$ cat src/rtl/lstm_pkg.sv
// Shared Q6.11 number format and sequencer state encoding for the LSTM datapath.
package lstm_pkg;

  localparam int Q_WIDTH = 18;
  localparam int Q_FRAC  = 11;

  typedef logic signed [Q_WIDTH-1:0] q6_11_t;

  typedef enum logic [1:0] {IDLE, WAIT, CAP, OUT} seq_state_e;

endpackage

$ cat src/rtl/lstm_seq_sequencer.sv
// Feeds x_t/h_prev/c_prev to one LSTM cell and captures h_t/c_t back; m_valid from accept+CELL_LAT+2, one step in flight.
// s_ready stays low until m_h is taken; s_last clears state. LSTM_SEQ_INIT_STATE_EN adds init_h/init_c state seeds.
module lstm_seq_sequencer
  import lstm_pkg::*;
#(
  parameter int WIDTH    = Q_WIDTH,
  parameter int FRAC     = Q_FRAC,
  parameter int CELL_LAT = 1,
  parameter int STEP_W   = 8
) (
  input  logic              clk,
  input  logic              rst_n,
  input  logic              s_valid,
  output logic              s_ready,
  input  logic [WIDTH-1:0]  s_x,
  input  logic              s_last,
  output logic [WIDTH-1:0]  cell_x,
  output logic [WIDTH-1:0]  cell_h_prev,
  output logic [WIDTH-1:0]  cell_c_prev,
  input  logic [WIDTH-1:0]  cell_h_t,
  input  logic [WIDTH-1:0]  cell_c_t,
`ifdef LSTM_SEQ_INIT_STATE_EN
  input  logic [WIDTH-1:0]  init_h,
  input  logic [WIDTH-1:0]  init_c,
`endif
  output logic              m_valid,
  input  logic              m_ready,
  output logic [WIDTH-1:0]  m_h,
  output logic              m_last,
  output logic [STEP_W-1:0] m_step
);

  localparam int CNT_W = (CELL_LAT > 1) ? $clog2(CELL_LAT) : 1;

  if (CELL_LAT < 1 || FRAC >= WIDTH) begin : g_param_check
    $error("lstm_seq_sequencer: CELL_LAT must be >= 1 and FRAC < WIDTH");
  end

  seq_state_e        state, state_nxt;
  logic              accept, leave, init_load;
  logic [CNT_W-1:0]  wait_cnt;
  logic              last_q;
  logic [WIDTH-1:0]  h_st, c_st, h_init, c_init;
  logic [STEP_W-1:0] step_cnt;

`ifdef LSTM_SEQ_INIT_STATE_EN
  assign h_init = init_h;
  assign c_init = init_c;
  // s_ready is low in IDLE only on the first cycle after reset release.
  assign init_load = (state == IDLE) && !s_ready;
`else
  assign h_init    = '0;
  assign c_init    = '0;
  assign init_load = 1'b0;
`endif

  assign cell_h_prev = h_st;
  assign cell_c_prev = c_st;

  always_comb begin
    state_nxt = state;
    accept    = 1'b0;
    leave     = 1'b0;
    case (state)
      IDLE: if (s_valid && s_ready) begin
        accept    = 1'b1;
        state_nxt = WAIT;
      end
      WAIT: if (wait_cnt == '0) state_nxt = CAP;
      CAP:  state_nxt = OUT;
      OUT:  if (m_ready) begin
        leave     = 1'b1;
        state_nxt = IDLE;
      end
      default: state_nxt = IDLE;
    endcase
  end

  always_ff @(posedge clk or negedge rst_n) begin
    if (!rst_n) begin
      state   <= IDLE;
      s_ready <= 1'b0;
    end else begin
      state   <= state_nxt;
      s_ready <= (state_nxt == IDLE);
    end
  end

  always_ff @(posedge clk or negedge rst_n) begin
    if (!rst_n) begin
      cell_x   <= '0;
      last_q   <= 1'b0;
      wait_cnt <= '0;
      h_st     <= '0;
      c_st     <= '0;
      step_cnt <= '0;
      m_valid  <= 1'b0;
      m_h      <= '0;
      m_last   <= 1'b0;
      m_step   <= '0;
    end else begin
      if (accept) begin
        cell_x   <= s_x;
        last_q   <= s_last;
        wait_cnt <= CNT_W'(CELL_LAT - 1);
      end
      if (state == WAIT && wait_cnt != '0) wait_cnt <= wait_cnt - 1'b1;
      if (state == CAP) begin
        h_st    <= cell_h_t;
        c_st    <= cell_c_t;
        m_h     <= cell_h_t;
        m_last  <= last_q;
        m_step  <= step_cnt;
        m_valid <= 1'b1;
      end
      if (leave) begin
        m_valid <= 1'b0;
        if (last_q) begin
          h_st     <= h_init;
          c_st     <= c_init;
          step_cnt <= '0;
        end else begin
          step_cnt <= step_cnt + 1'b1;
        end
      end
      if (init_load) begin
        h_st <= h_init;
        c_st <= c_init;
      end
    end
  end

endmodule
$ cat config.mk
export PLATFORM = sky130hd
export DESIGN_NAME = lstm_seq_sequencer
export DESIGN_NICKNAME = d
export VERILOG_FILES = /design/src/rtl/lstm_pkg.sv /design/src/rtl/lstm_seq_sequencer.sv
export SDC_FILE = /design/constraint.sdc
export NUM_CORES = 1
export LEC_CHECK = 0
export CELL_PAD_IN_SITES_DETAIL_PLACEMENT = 1
export CELL_PAD_IN_SITES_GLOBAL_PLACEMENT = 2
export CORE_MARGIN = 3
export CORE_UTILIZATION = 28
export CTS_BUF_LIST = sky130_fd_sc_hd__clkbuf_2 sky130_fd_sc_hd__clkbuf_4 sky130_fd_sc_hd__clkbuf_8
export CTS_CLUSTER_SIZE = 10
export DETAILED_ROUTE_END_ITERATION = 6
export PLACE_DENSITY_LB_ADDON = 0.1
export SLEW_MARGIN = 20
export SYNTH_ARGS = -nofsm -noshare
export SYNTH_HDL_FRONTEND = slang
export SYNTH_SLANG_ARGS = --single-unit
$ cat constraint.sdc
create_clock -name clk -period 2.09 [get_ports clk]
set_input_delay 0.5225 -clock clk [delete_from_list [all_inputs] [get_ports clk]]
set_output_delay 0.5225 -clock clk [all_outputs]
set_load 0.01 [all_outputs]
==> Yosys cells after proc, flatten, opt, wreduce, memory -nomap -nowiden <==
Cells that the tools add are included.
{ "totals": {"register_bits": 95, "elab_cells": 42, "out_inout_bits": 83} }
{ "classes": {"eq_ne": 3, "n_mux": 19, "add_sub_neg": 2, "n_reduce_logical": 6} }
{ "op_table": {"columns": ["operator", "count"], "rows": [
  ["$mux W18", 6],
  ["$add A8 B1 Y8 const B", 1],
  ["$mux W1", 8],
  ["$mux W8", 1],
  ["$pmux W2 S4", 1],
  ["$mux W2", 3],
  ["$eq A2 B2 Y1 const B", 2],
  ["$logic_not A2 Y1", 2],
  ["$reduce_bool A2 Y1", 2],
  ["$eq A2 B1 Y1 const B", 1],
  ["$logic_and A1 B1 Y1", 2],
  ["$sub A1 B1 Y1 const B", 1]
]} }

==> Longest topological paths before layout <==
{ "logic_depth": {"depth_word": 5, "depth_mapped": 7, "depth_no_buf": 4} }

==> Worst setup path before layout <==
Ideal clock, no wire load.
{ "synth_timing": {"kind": "flip-flop to flip-flop", "from": "register state[1]", "to": "register cell_x[0]", "synth_period_minus_slack_ns": 1.446, "path_slack_ns": 0.644, "path_stages_with_launch": 7, "arrival_ns": 1.321, "path_cell_list": "dfrtp_1 > buf_6 > nor2_1 > and3_1 > buf_6 > buf_6 > mux2_4"} }
{ "synth_via": {"elab_chain_len": 2} }
{ "synth_rtl": {"columns": ["item", "line_no", "rtl"], "rows": [
  ["start: declaration", "lstm_seq_sequencer.sv:39", "seq_state_e state, state_nxt;"],
  ["start signal: assignment", "lstm_seq_sequencer.sv:84", "state <= state_nxt;"],
  ["$logic_not A2 Y1", "lstm_seq_sequencer.sv:64", "case (state)"],
  ["$mux W1", "lstm_seq_sequencer.sv:64", null],
  ["end signal: assignment", "lstm_seq_sequencer.sv:91", "cell_x <= '0;"],
  ["end signal: assignment", "lstm_seq_sequencer.sv:103", "cell_x <= s_x;"],
  ["end: declaration", "lstm_seq_sequencer.sv:17", "output logic [WIDTH-1:0] cell_x,"]
]} }
Every way passes these cells.
A chain may end at the register's enable or synchronous reset.

==> Worst setup path after layout <==
{ "layout_timing": {"from": "register m_step[2]", "to": "output port m_step[2]"} }
{ "layout_lines": {"columns": ["item", "line_no", "rtl"], "rows": [
  ["start: declaration", "lstm_seq_sequencer.sv:30", "output logic [STEP_W-1:0] m_step"],
  ["start signal: assignment", "lstm_seq_sequencer.sv:113", "m_step <= step_cnt;"]
]} }
No word-level cell between the ends.

==> results.toml <==
[synth]
ys_seq_elements = 95
synth_area_leaders = "dfrtp_1 (62%), nand2_1 (14%), mux2_4 (6.6%)"
synth_edf_count = 0
synth-seq-area-share = 0.617
synth_cell_types = 34
yosysTopAreaCell = "dfrtp_1"
syn_area_mm2 = 0.00385
synth_top_area_frac = 0.617
yosysWarnings = 0
synthesis.nets = 420
synthTopCellsByCount = "nand2_1 (139), dfrtp_1 (95), a21oi_1 (30)"
synth.most_common_cell = "nand2_1"
syn_inst = 360
synthArstFlopShare = 1.00
synth_flop_cell = "dfrtp_1"
syn_avg_cell_area_um2 = 10.7

[setup_path]
slowest_delay_ns = 0.59
critPathArrivalTime_ns = 1.31
path_max_fanout = 2
worstPathCellList = "clkdlybuf4s50_1"
ff2ff_path_depth = 3
critPathKind = "reg -> out"
start_kind = "register"
end_kind = "output pin"
cp.buffers_inverters = 1
r2r_slack_ns = 0.50
cp_top_family = "buffers and inverters"
r2r_end = "step_cnt[6]"
required_ns = 1.57
r2r-start = "state[0]"
crit_path_top_delay_cell = "clkdlybuf4s50_1"

[routing]
drt_iter0_drc = 140
drt-vias-per-instance = 4.49
drcViolationCount = 0
antenna_left = 0
num_vias = 3050
wl_um = 10700
wl_per_cell_um = 15.7
dr.pass1.iters = 4

[min_path]
hold_path.class = "in -> async"

[sta]
rsz0062_at_grt = "false"
worst_slew_pin_slew_ns = 0.355
drv_slew = 0
fin_tns_setup_ns = 0
fmax_mhz = 545
period_needed_ns = 1.84
period_share = 0.878
skew_ns = 0.00860
setup_viol = 0
hold_viol = 0
max_slew_margin = 0.764

[run]
maxCapViolations = 0

[power_and_ir_drop]
comb_power_share = 0.479
p_sw_mw = 3.02
clock_power_share = 0.140
pwr-share-seq = 0.381
p_int_mw = 5.46
power_density_mw_per_mm2 = 1490
p_sw_frac = 0.356
p_leak_nw = 2.55
vdd_drop_max_mv = 0.574

[cts]
clk_latency_ns = 0.36
htreeDepth = 3
cts_root_buffer = "clkbuf_8"
cts_buffers = 9
cts_setup_buffers = 0
postCtsHoldBufs = 0
cts.sinks = 95
tritoncts = "built"
clk_path_buf_depth = 2
clkTransAtPathRegs_ns = 0.09
cts_resized = 0

[placement]
dp_hpwl_um = 7520
portBuffers = 141
dp_cells = 665
gp_congestion = 0.705

[global_route]
track_usage = 0.144
grt-ovfl-total = 0
antenna_found_initial = 0
grt_max_degree = 46
grt_first_pass_wirelength_um = 16800
grt_pass1_vias = 3289

[floorplanning]
pin_count = 142
die_h_um = 123
die_w_um = 123
die-area_mm2 = 0.0152
row_count = 42
core_mm2 = 0.0133
start_util = 0.288

[status]
outcome = "finished clean"

[finish]
nets = 560
syn_to_final_growth_pct = 47.5
drive_gt1_frac = 0.121
insertedDiodeCount = 0
fin_cells = 680
==> cell type report <==
cell class	count	area, µm²
Fill cell	1476	7670
Sequential cell	95	2380
Timing Repair Buffer	153	1590
Multi-Input combinational cell	239	1310
Tap cell	176	220
Clock buffer	10	131
Clock inverter	5	50.0
Inverter	2	7.51
==> how the worst max path moves through the flow <==
stage	startpoint	end	slack (ns)	depth (start not counted)
after global routing	m_step[2]	m_step[2]	0.17	1
final	m_step[2]	m_step[2]	0.25	1
after floorplan	state[1]	cell_x[0]	0.64	6
after detailed placement	m_ready	step_cnt[6]	0.10	4
after global placement	m_ready	step_cnt[3]	0.15	5
after CTS	m_step[2]	m_step[2]	0.22	1
==> worst reg2reg max path: cells and delay by family, from the launching register on <==
family / cells / cell delay, ns
AOI/OAI and AO/OA: 1 / 0.11
DFF: 1 / 0.56
and+or+nand+nor: 2 / 0.82
==> power by group through the flow <==
stage / Sequential [mW] / Combinational [mW] / Clock, mW
2_1_floorplan: 3.49 / 1.71 / 0
4_1_cts: 3.25 / 4.16 / 1.25
3_5_place_dp: 3.28 / 4.14 / 0
5_1_grt: 3.36 / 4.48 / 1.34
3_3_place_gp: 3.25 / 4.09 / 0
6_report: 3.23 / 4.06 / 1.18
==> kinds of logic after synthesis <==
group	Yosys count	share of synthesized area
AO/OA/AOI/OAI	48	0.0767
XOR/XNOR	1	0.00228
adder cells (fa/ha/maj)	1	0.00325
buffers and inverters	26	0.0455
flip-flops	95	0.617
multiplexers	20	0.0747
AND/OR/NAND/NOR	169	0.180
==> metal layers <==
metal  track usage  part of all wire
met1         0.183              0.44
met2         0.226              0.47
met3        0.0508             0.080
met4        0.0561             0.017
met5             0                 0
==> layout by cell type, fill, tap and decap left out, types with 2 or more instances in the layout <==
cell / n
nor2b_1: 2
nor3_1: 2
buf_4: 6
a21oi_2: 10
nand3_1: 4
a21oi_1: 30
inv_1: 2
nand2_1: 139
mux2_2: 2
nand4_1: 2
clkbuf_8: 9
mux2_4: 17
clkdlybuf4s50_1: 140
o21ai_0: 2
dfrtp_1: 95
clkinv_2: 4
buf_12: 7
nor2_1: 9
==> state kept, by name, summed over array words and instances (netlist names) <==
register     count
cell_c_prev     18
cell_h_prev     18
cell_x          18
last_q           1
m_h             18
m_last           1
m_step           8
m_valid          1
s_ready          1
state            2
step_cnt         8
wait_cnt         1
==> per-stage QoR <==
stage                     utilization  setup slack [ns]  instance area [µm²]  hold slack [ns]  power [mW]
after floorplan                     -             0.644                 3850            0.227        5.20
after CTS                       0.426             0.215                 5680           0.0532        8.67
after global routing            0.426             0.172                 5680           0.0638        9.19
final                           0.426             0.255                 5680           0.0605        8.48
after detailed placement        0.412             0.102                 5500            0.465        7.43
after global placement          0.412             0.152                 5500            0.459        7.34
Power figures use the tool's default switching activity.
